File: src/rtl/mac_dot_sequencer_if.sv
// mac_dot_sequencer_if
//   Bundles the signals around the dot-product sequencer: the host
//   control/operand stream, the result handshake, and the link to the
//   external 4x4 multiplier.
//   Modports:
//     master : host side (drives start/len/abort, operand stream, res_ready)
//     mult   : multiplier datapath (sees mul_a/mul_b, returns mul_p)
//     slave  : the sequencer itself
interface mac_dot_sequencer_if #(
    parameter int LEN_W = 4,
    parameter int ACC_W = 12
);
    logic             start;
    logic [LEN_W-1:0] len;
    logic             abort;
    logic             busy;
    logic             in_valid;
    logic             in_ready;
    logic [3:0]       a;
    logic [3:0]       b;
    logic [3:0]       mul_a;
    logic [3:0]       mul_b;
    logic [7:0]       mul_p;
    logic             res_valid;
    logic             res_ready;
    logic [ACC_W-1:0] result;
    logic             overflow;

    modport master (
        output start, len, abort, in_valid, a, b, res_ready,
        input  busy, in_ready, res_valid, result, overflow
    );

    modport mult (
        input  mul_a, mul_b,
        output mul_p
    );

    modport slave (
        input  start, len, abort, in_valid, a, b, res_ready, mul_p,
        output busy, in_ready, res_valid, result, overflow, mul_a, mul_b
    );
endinterface

File: src/rtl/mac_dot_sequencer.sv
// mac_dot_sequencer
//   Walks an external 4x4 unsigned multiplier through an N-element dot
//   product. Operand pairs arrive on a valid/ready stream, are registered
//   onto mul_a/mul_b, and the returned product is accumulated one cycle
//   later. The final sum is offered on a valid/ready result handshake.
//   Ports:
//     clk  : clock, rising edge
//     rst  : asynchronous, active-high reset
//     bus  : mac_dot_sequencer_if.slave (control, operand stream,
//            multiplier link, result handshake)
//
//   state | meaning
//   ------+-----------------------------------------------------------
//   IDLE  | waiting for start; result holds the last sum
//   RUN   | accepting operand pairs, cnt counts remaining pairs down
//   DRAIN | last product in flight, accumulated at end of this cycle
//   DONE  | result valid and held until res_ready
module mac_dot_sequencer #(
    parameter int LEN_W = 4,
    parameter int ACC_W = 12,
    parameter int SAT   = 1
) (
    input  logic                 clk,
    input  logic                 rst,
    mac_dot_sequencer_if.slave   bus
);

    typedef enum logic [1:0] {
        S_IDLE  = 2'd0,
        S_RUN   = 2'd1,
        S_DRAIN = 2'd2,
        S_DONE  = 2'd3
    } state_t;

    state_t             r_state;
    state_t             w_state_nxt;

    logic [LEN_W-1:0]   r_cnt;
    logic [ACC_W-1:0]   r_acc;
    logic               r_ovf;
    logic               r_op_vld;
    logic [3:0]         r_mul_a;
    logic [3:0]         r_mul_b;

    logic               w_in_ready;
    logic               w_hs;
    logic               w_last;
    logic [ACC_W:0]     w_sum;
    logic               w_carry;
    logic [ACC_W-1:0]   w_acc_nxt;

    // abort wins over a handshake in the same cycle, so the stream is not
    // told a pair was taken when it is about to be discarded
    assign w_in_ready = (r_state == S_RUN) && !bus.abort;
    assign w_hs       = bus.in_valid && w_in_ready;
    assign w_last     = (r_cnt == LEN_W'(1));

    // one extra bit on the adder exposes the carry out of the accumulator
    assign w_sum      = {1'b0, r_acc} + {{(ACC_W - 7){1'b0}}, bus.mul_p};
    assign w_carry    = w_sum[ACC_W];
    // once pinned at all-ones any further non-zero product carries again,
    // so saturation is self-sustaining without a separate flag
    assign w_acc_nxt  = (w_carry && (SAT != 0)) ? {ACC_W{1'b1}} : w_sum[ACC_W-1:0];

    always_ff @(posedge clk or posedge rst) begin
        if (rst) begin
            r_state <= S_IDLE;
        end else begin
            r_state <= w_state_nxt;
        end
    end

    always_comb begin
        w_state_nxt = r_state;
        if (bus.abort) begin
            w_state_nxt = S_IDLE;
        end else begin
            case (r_state)
                S_IDLE:  if (bus.start) w_state_nxt = (bus.len != '0) ? S_RUN : S_DONE;
                S_RUN:   if (w_hs && w_last) w_state_nxt = S_DRAIN;
                S_DRAIN: w_state_nxt = S_DONE;
                S_DONE:  if (bus.res_ready) w_state_nxt = S_IDLE;
                default: w_state_nxt = S_IDLE;
            endcase
        end
    end

    always_comb begin
        bus.busy      = (r_state != S_IDLE);
        bus.in_ready  = w_in_ready;
        bus.res_valid = (r_state == S_DONE);
        bus.result    = r_acc;
        bus.overflow  = r_ovf;
        bus.mul_a     = r_mul_a;
        bus.mul_b     = r_mul_b;
    end

    always_ff @(posedge clk or posedge rst) begin
        if (rst) begin
            r_cnt    <= '0;
            r_acc    <= '0;
            r_ovf    <= 1'b0;
            r_op_vld <= 1'b0;
            r_mul_a  <= '0;
            r_mul_b  <= '0;
        end else if (bus.abort) begin
            r_cnt    <= '0;
            r_acc    <= '0;
            r_ovf    <= 1'b0;
            r_op_vld <= 1'b0;
        end else begin
            r_op_vld <= w_hs;
            if (w_hs) begin
                r_mul_a <= bus.a;
                r_mul_b <= bus.b;
                r_cnt   <= r_cnt - LEN_W'(1);
            end
            // w_hs is never set in IDLE, so the cnt load cannot collide
            if ((r_state == S_IDLE) && bus.start) begin
                r_acc <= '0;
                r_ovf <= 1'b0;
                r_cnt <= bus.len;
            end else if (r_op_vld) begin
                r_acc <= w_acc_nxt;
                if (w_carry) begin
                    r_ovf <= 1'b1;
                end
            end
        end
    end

endmodule

File: src/flat_wrapper.sv
// flat-port wrapper written by rule: the top's interface ports become plain ports
module mac_dot_sequencer_flat 
#(
    parameter int LEN_W = 4,
    parameter int ACC_W = 12,
    parameter int SAT   = 1
)
  (clk, rst, bus_start, bus_len, bus_abort, bus_in_valid, bus_a, bus_b, bus_res_ready, bus_mul_p, bus_busy, bus_in_ready, bus_res_valid, bus_result, bus_overflow, bus_mul_a, bus_mul_b);
  mac_dot_sequencer_if #(.LEN_W(LEN_W), .ACC_W(ACC_W)) bus_i ();
  input  logic clk;
  input  logic rst;
  input wire logic [$bits(bus_i.start)-1:0] bus_start;
  input wire logic [$bits(bus_i.len)-1:0] bus_len;
  input wire logic [$bits(bus_i.abort)-1:0] bus_abort;
  input wire logic [$bits(bus_i.in_valid)-1:0] bus_in_valid;
  input wire logic [$bits(bus_i.a)-1:0] bus_a;
  input wire logic [$bits(bus_i.b)-1:0] bus_b;
  input wire logic [$bits(bus_i.res_ready)-1:0] bus_res_ready;
  input wire logic [$bits(bus_i.mul_p)-1:0] bus_mul_p;
  output wire logic [$bits(bus_i.busy)-1:0] bus_busy;
  output wire logic [$bits(bus_i.in_ready)-1:0] bus_in_ready;
  output wire logic [$bits(bus_i.res_valid)-1:0] bus_res_valid;
  output wire logic [$bits(bus_i.result)-1:0] bus_result;
  output wire logic [$bits(bus_i.overflow)-1:0] bus_overflow;
  output wire logic [$bits(bus_i.mul_a)-1:0] bus_mul_a;
  output wire logic [$bits(bus_i.mul_b)-1:0] bus_mul_b;
  assign bus_i.start = bus_start;
  assign bus_i.len = bus_len;
  assign bus_i.abort = bus_abort;
  assign bus_i.in_valid = bus_in_valid;
  assign bus_i.a = bus_a;
  assign bus_i.b = bus_b;
  assign bus_i.res_ready = bus_res_ready;
  assign bus_i.mul_p = bus_mul_p;
  assign bus_busy = bus_i.busy;
  assign bus_in_ready = bus_i.in_ready;
  assign bus_res_valid = bus_i.res_valid;
  assign bus_result = bus_i.result;
  assign bus_overflow = bus_i.overflow;
  assign bus_mul_a = bus_i.mul_a;
  assign bus_mul_b = bus_i.mul_b;
  mac_dot_sequencer #(.LEN_W(LEN_W), .ACC_W(ACC_W), .SAT(SAT)) u_core (.clk(clk), .rst(rst), .bus(bus_i));
endmodule
File: config.mk
export PLATFORM = sky130hd
export DESIGN_NAME = mac_dot_sequencer_flat
export DESIGN_NICKNAME = d
export VERILOG_FILES = /design/src/rtl/mac_dot_sequencer_if.sv /design/src/rtl/mac_dot_sequencer.sv /design/src/flat_wrapper.sv
export SDC_FILE = /design/constraint.sdc
export NUM_CORES = 1
export LEC_CHECK = 0
export ABC_AREA = 1
export CAP_MARGIN = 20
export CORE_ASPECT_RATIO = 0.9
export CORE_MARGIN = 2
export CORE_UTILIZATION = 45
export CTS_BUF_LIST = sky130_fd_sc_hd__clkbuf_4 sky130_fd_sc_hd__clkbuf_8
export CTS_CLUSTER_DIAMETER = 30
export DETAILED_ROUTE_END_ITERATION = 10
export PLACE_DENSITY_LB_ADDON = 0.12
export RECOVER_POWER = 25
export SLEW_MARGIN = 40
export SYNTH_ARGS = -nofsm -noshare
export SYNTH_HDL_FRONTEND = slang
export SYNTH_SLANG_ARGS = --single-unit
File: constraint.sdc
create_clock -name clk -period 5.5 [get_ports clk]
set_clock_uncertainty 0.15 [all_clocks]
set_input_delay 1.375 -clock clk [delete_from_list [all_inputs] [get_ports clk]]
set_output_delay 1.375 -clock clk [all_outputs]
set_load 0.03 [all_outputs]
* Word level (Yosys, flattened, before mapping) *
Cells that the tools add are included.
W data, S select, Z words.

word-level totals
  memory bits (writable) = 0
  bits in latches = 0
  bits of input ports = 26
  memories = 0
  bits in read-only memories = 0
  flip-flop bits (word level) = 28

cells by class
  $add $sub $neg = 2
  equality and inequality tests = 7
  mux-type cells = 18
  div/mod/pow operators = 0
  reductions and logical operators = 14
  bitwise operators = 1
  $lt $le $gt $ge = 0
  shift operators = 0
  multipliers = 0

operator list
  operator               count
  $mux W12               4
  $add A12 B8 Y13        1
  $mux W4                3
  $mux W2                5
  $ne A3 B3 Y1 const B   3
  $reduce_bool A3 Y1     3
  $pmux W2 S4            1
  $mux W1                5
  $eq A2 B2 Y1 const B   2
  $eq A4 B1 Y1 const B   1
  $logic_and A1 B1 Y1    4
  $reduce_and A2 Y1      2
  $reduce_bool A4 Y1     1
  $sub A4 B1 Y4 const B  1
  $reduce_and A3 Y1      1
  $eq A2 B1 Y1 const B   1
  $logic_not A2 Y1       1
  $reduce_bool A2 Y1     1
  $logic_not A1 Y1       1
  $not A1 Y1             1

* Logic depth before layout (Yosys ltp) *
  depth after elaboration = 7
  gate-level depth with buffers = 10
  mapped depth without buffers = 10

* Least setup slack after synthesis *
Ideal clock, no wire load.

  path kind = in2out
  from = input bus_abort
  to = output bus_in_ready
  data required time = 3975 ps
  arrival = 1817 ps
  buffers on the path = 0
  stages = 1
  setup slack = 2158 ps
  cells stage by stage = nor2_1

between the ends
  word-level cells in the longest chain between the ends = 2

ends and longest elaborated chain
  item                 line                     source
  start, declared      flat_wrapper.sv:14       input wire logic [$bits(bus_i.abort)-1:0] bus_abort;
  $logic_not A1 Y1     mac_dot_sequencer.sv:54  assign w_in_ready = (r_state == S_RUN) && !bus.abort;
  $logic_and A1 B1 Y1  mac_dot_sequencer.sv:54
  end, declared        flat_wrapper.sv:21       output wire logic [$bits(bus_i.in_ready)-1:0] bus_in_ready;

Every way passes these cells.

* Worst setup path in the final report *
Same ends and word-level chain as after synthesis.

==> flow_metrics.tcl <==
set metrics [dict create \
    grtUsageTotal_pct 20.8 \
    fp.dieH_um 65.9 \
    grt_max_degree 29 \
    synthFlopType "dfrtp_1" \
    async_reset_ff_share_pct 100 \
    max_slew.worst_pin.slew_ns 1.53 \
    violations "capacitance limit, slew limit" \
    cp-start-kind "input pin" \
    status "finished with violations" \
    worst_slack_ns 1.34 \
    yosysUniqueCellTypes 27 \
    fin_crit_sh_pct 75.6 \
    fin_nets 358 \
    antenna_found_initial 0 \
    tritoncts "done" \
    cts.hold.buffers_added 0 \
    cp.arrival_ns 2.63 \
    cp-end-kind "output port" \
    wirelength_um 4350 \
    finalSetupViolations 0 \
    root_buffer "clkbuf_8" \
    hold_path_class "reg2reg" \
    dpl.hpwl_um 3470 \
    crit_chain "clkdlybuf4s50_1, nor2_1, clkdlybuf4s50_1" \
    io_pins 50 \
    gp_congestion 0.885 \
    synth_warnings 0 \
    grt_pass1_wl_um 7850 \
    p_comb_share_pct 45.3 \
    report.power.total_mw 0.829 \
    pwr-share-clk_pct 20.1 \
    dr.pass1.iters 4 \
    maxCapViolations 1 \
    p_per_area_nw_per_um2 327 \
    drv_slew 29 \
    vias_per_cell 5.02 \
    slowest_stage "clkdlybuf4s50_1" \
    p_sw_mw 0.324 \
    relSlewSlack_pct -1.80 \
    crit_type "in2out" \
    htreeDepth 1 \
    ir_worst_vdd_v 0.000245 \
    p_sw_share_pct 39.0 \
    synth_edf_count 0 \
    synth-seq-cells 28 \
    syn_nets 304 \
    cp_slowest_stage_delay_ns 0.68 \
    cts.repair.resized 0 \
    num_antenna_cells 0 \
    die_area_sq_um 4800 \
    final_common_cell "nand2_1" \
    internal_power_mw 0.506 \
    finalSetupTns_ns 0 \
    start_util_pct 47.1 \
    rsz0062_at_grt "no" \
    clock.fmax_ghz 0.241 \
    drive_gt1_share_pct 5.71 \
    clock_sinks 28 \
    required_ns 3.97 \
    final_area_sq_um 2540 \
    finalHoldViolations 0 \
    num_rows 22 \
    crit_top_cell "clkdlybuf4s50_1" \
    mostFrequentLayoutCells "nand2_1, clkdlybuf4s50_1, inv_1, dfrtp_1, nand3_1" \
    synth-seq-area-share_pct 36.5 \
    first_iter_violations 81 \
    cp_max_fo 3 \
    core_sq_um 4070 \
    portBuffers 49 \
    syn_area_per_cell_sq_um 7.32 \
    fp.dieW_um 72.8 \
    p_leak_nw 1.33 \
    drc_errors 0 \
    clockBufferDepth 2 \
    cts_setup_buffers 0 \
    cts_buffers 3 \
    path_clk_slew_ns 0.10 \
    vias 1822 \
    grt_pass1_vias 1773 \
    postRouteAntennaNets 0 \
    min_period_ns 4.16 \
    syn_to_final_growth_pct 32.2 \
    seq_power_share_pct 34.7 \
    wl_per_cell_um 12.0 \
    post_dp_cell_area_sq_um 2470 \
    clk_latency_ns 0.28 \
    place_ws_ns 1.34 \
    syn_inst 262 \
    overflow 0 \
    syn_area_sq_um 1920 \
]
-- registers in the layout, summed over array words and instances (netlist names) --
name / flops
u_core.r_op_vld: 1
u_core.bus.mul_a: 4
u_core.r_cnt: 4
u_core.bus.overflow: 1
u_core.bus.result: 12
u_core.bus.mul_b: 4
u_core.r_state: 2
-- logic make-up (layout without fill, tap and decap cells) --
kind of cell	after synthesis	after routing	synth area share, %
AND/OR/NAND/NOR	143	143	32.0
buffers and inverters	37	90	7.44
flip-flops	28	28	36.5
XOR/XNOR	5	5	2.28
AO/OA/AOI/OAI	33	33	10.9
adder cells (fa/ha/maj)	16	16	10.8
-- layer usage --
metal | global-route usage [%] | vias to the layer above | routed length (um)
met5 | 0 | - | 0
met4 | 4.40 | 0 | 54
met3 | 3.81 | 6 | 206
met2 | 35.1 | 47 | 2040
met1 | 27.7 | 824 | 2040
li1 | - | 945 | -
-- per-stage QoR --
stage,instances,hold slack (ns),util [%]
after CTS,363,0.345,62.3
final,363,0.343,62.3
after floorplan,262,0.371,-
after detailed placement,359,0.319,60.6
after global routing,363,0.383,62.3
after global placement,359,0.315,60.6
-- cells in the mapped netlist, drive strengths merged, types with 2 or more instances --
cell type	number	area [sq um]
ha	15	188
nand3	23	115
dfrtp	28	701
inv	35	131
xor2	3	26.3
a21boi	3	22.5
nor3	3	15.0
o211ai	3	22.5
nand2	99	397
o22ai	5	31.3
nand4	3	18.8
a21oi	10	57.6
xnor2	2	17.5
nor2	14	62.6
o21ai	11	66.3
-- worst paths after layout --
path                                 startpoint              endpoint  slack [ns]  cells after the start
setup / recovery                      bus_abort          bus_in_ready        1.34                      3
hold reg to reg             u_core.bus.mul_a[2]   u_core.bus.mul_a[2]        0.34                      2
hold / removal              u_core.bus.mul_a[2]   u_core.bus.mul_a[2]        0.34                      2
min in group asynchronous                   rst  u_core.bus.result[7]        1.89                      3
max in group asynchronous                   rst     u_core.r_state[0]        2.42                      3
setup reg to reg           u_core.bus.result[0]  u_core.bus.result[7]        3.34                      8
-- worst max-delay path: cells and delay by family --
family,cells,cell delay [ns]
buffers and inverters,2,1.11
and+or+nand+nor,1,0.14
-- power groups by stage --
| stage | Sequential (mW) | Clock, mW | Combinational [mW] |
|---|---|---|---|
| 4_1_cts | 0.287 | 0.170 | 0.380 |
| 2_1_floorplan | 0.345 | 0 | 0.189 |
| 5_1_grt | 0.294 | 0.176 | 0.420 |
| 3_5_place_dp | 0.289 | 0 | 0.381 |
| 3_3_place_gp | 0.289 | 0 | 0.373 |
| 6_report | 0.288 | 0.166 | 0.375 |
-- final cells by class --
type	count	area, sq um
Multi-Input combinational cell	197	1070
Tap cell	48	60.1
Timing Repair Buffer	50	494
Sequential cell	28	701
Fill cell	395	1540
Inverter	36	135
Clock inverter	1	30.0
Clock buffer	3	41.3
Note: power is estimated with default switching activity, not from simulation.
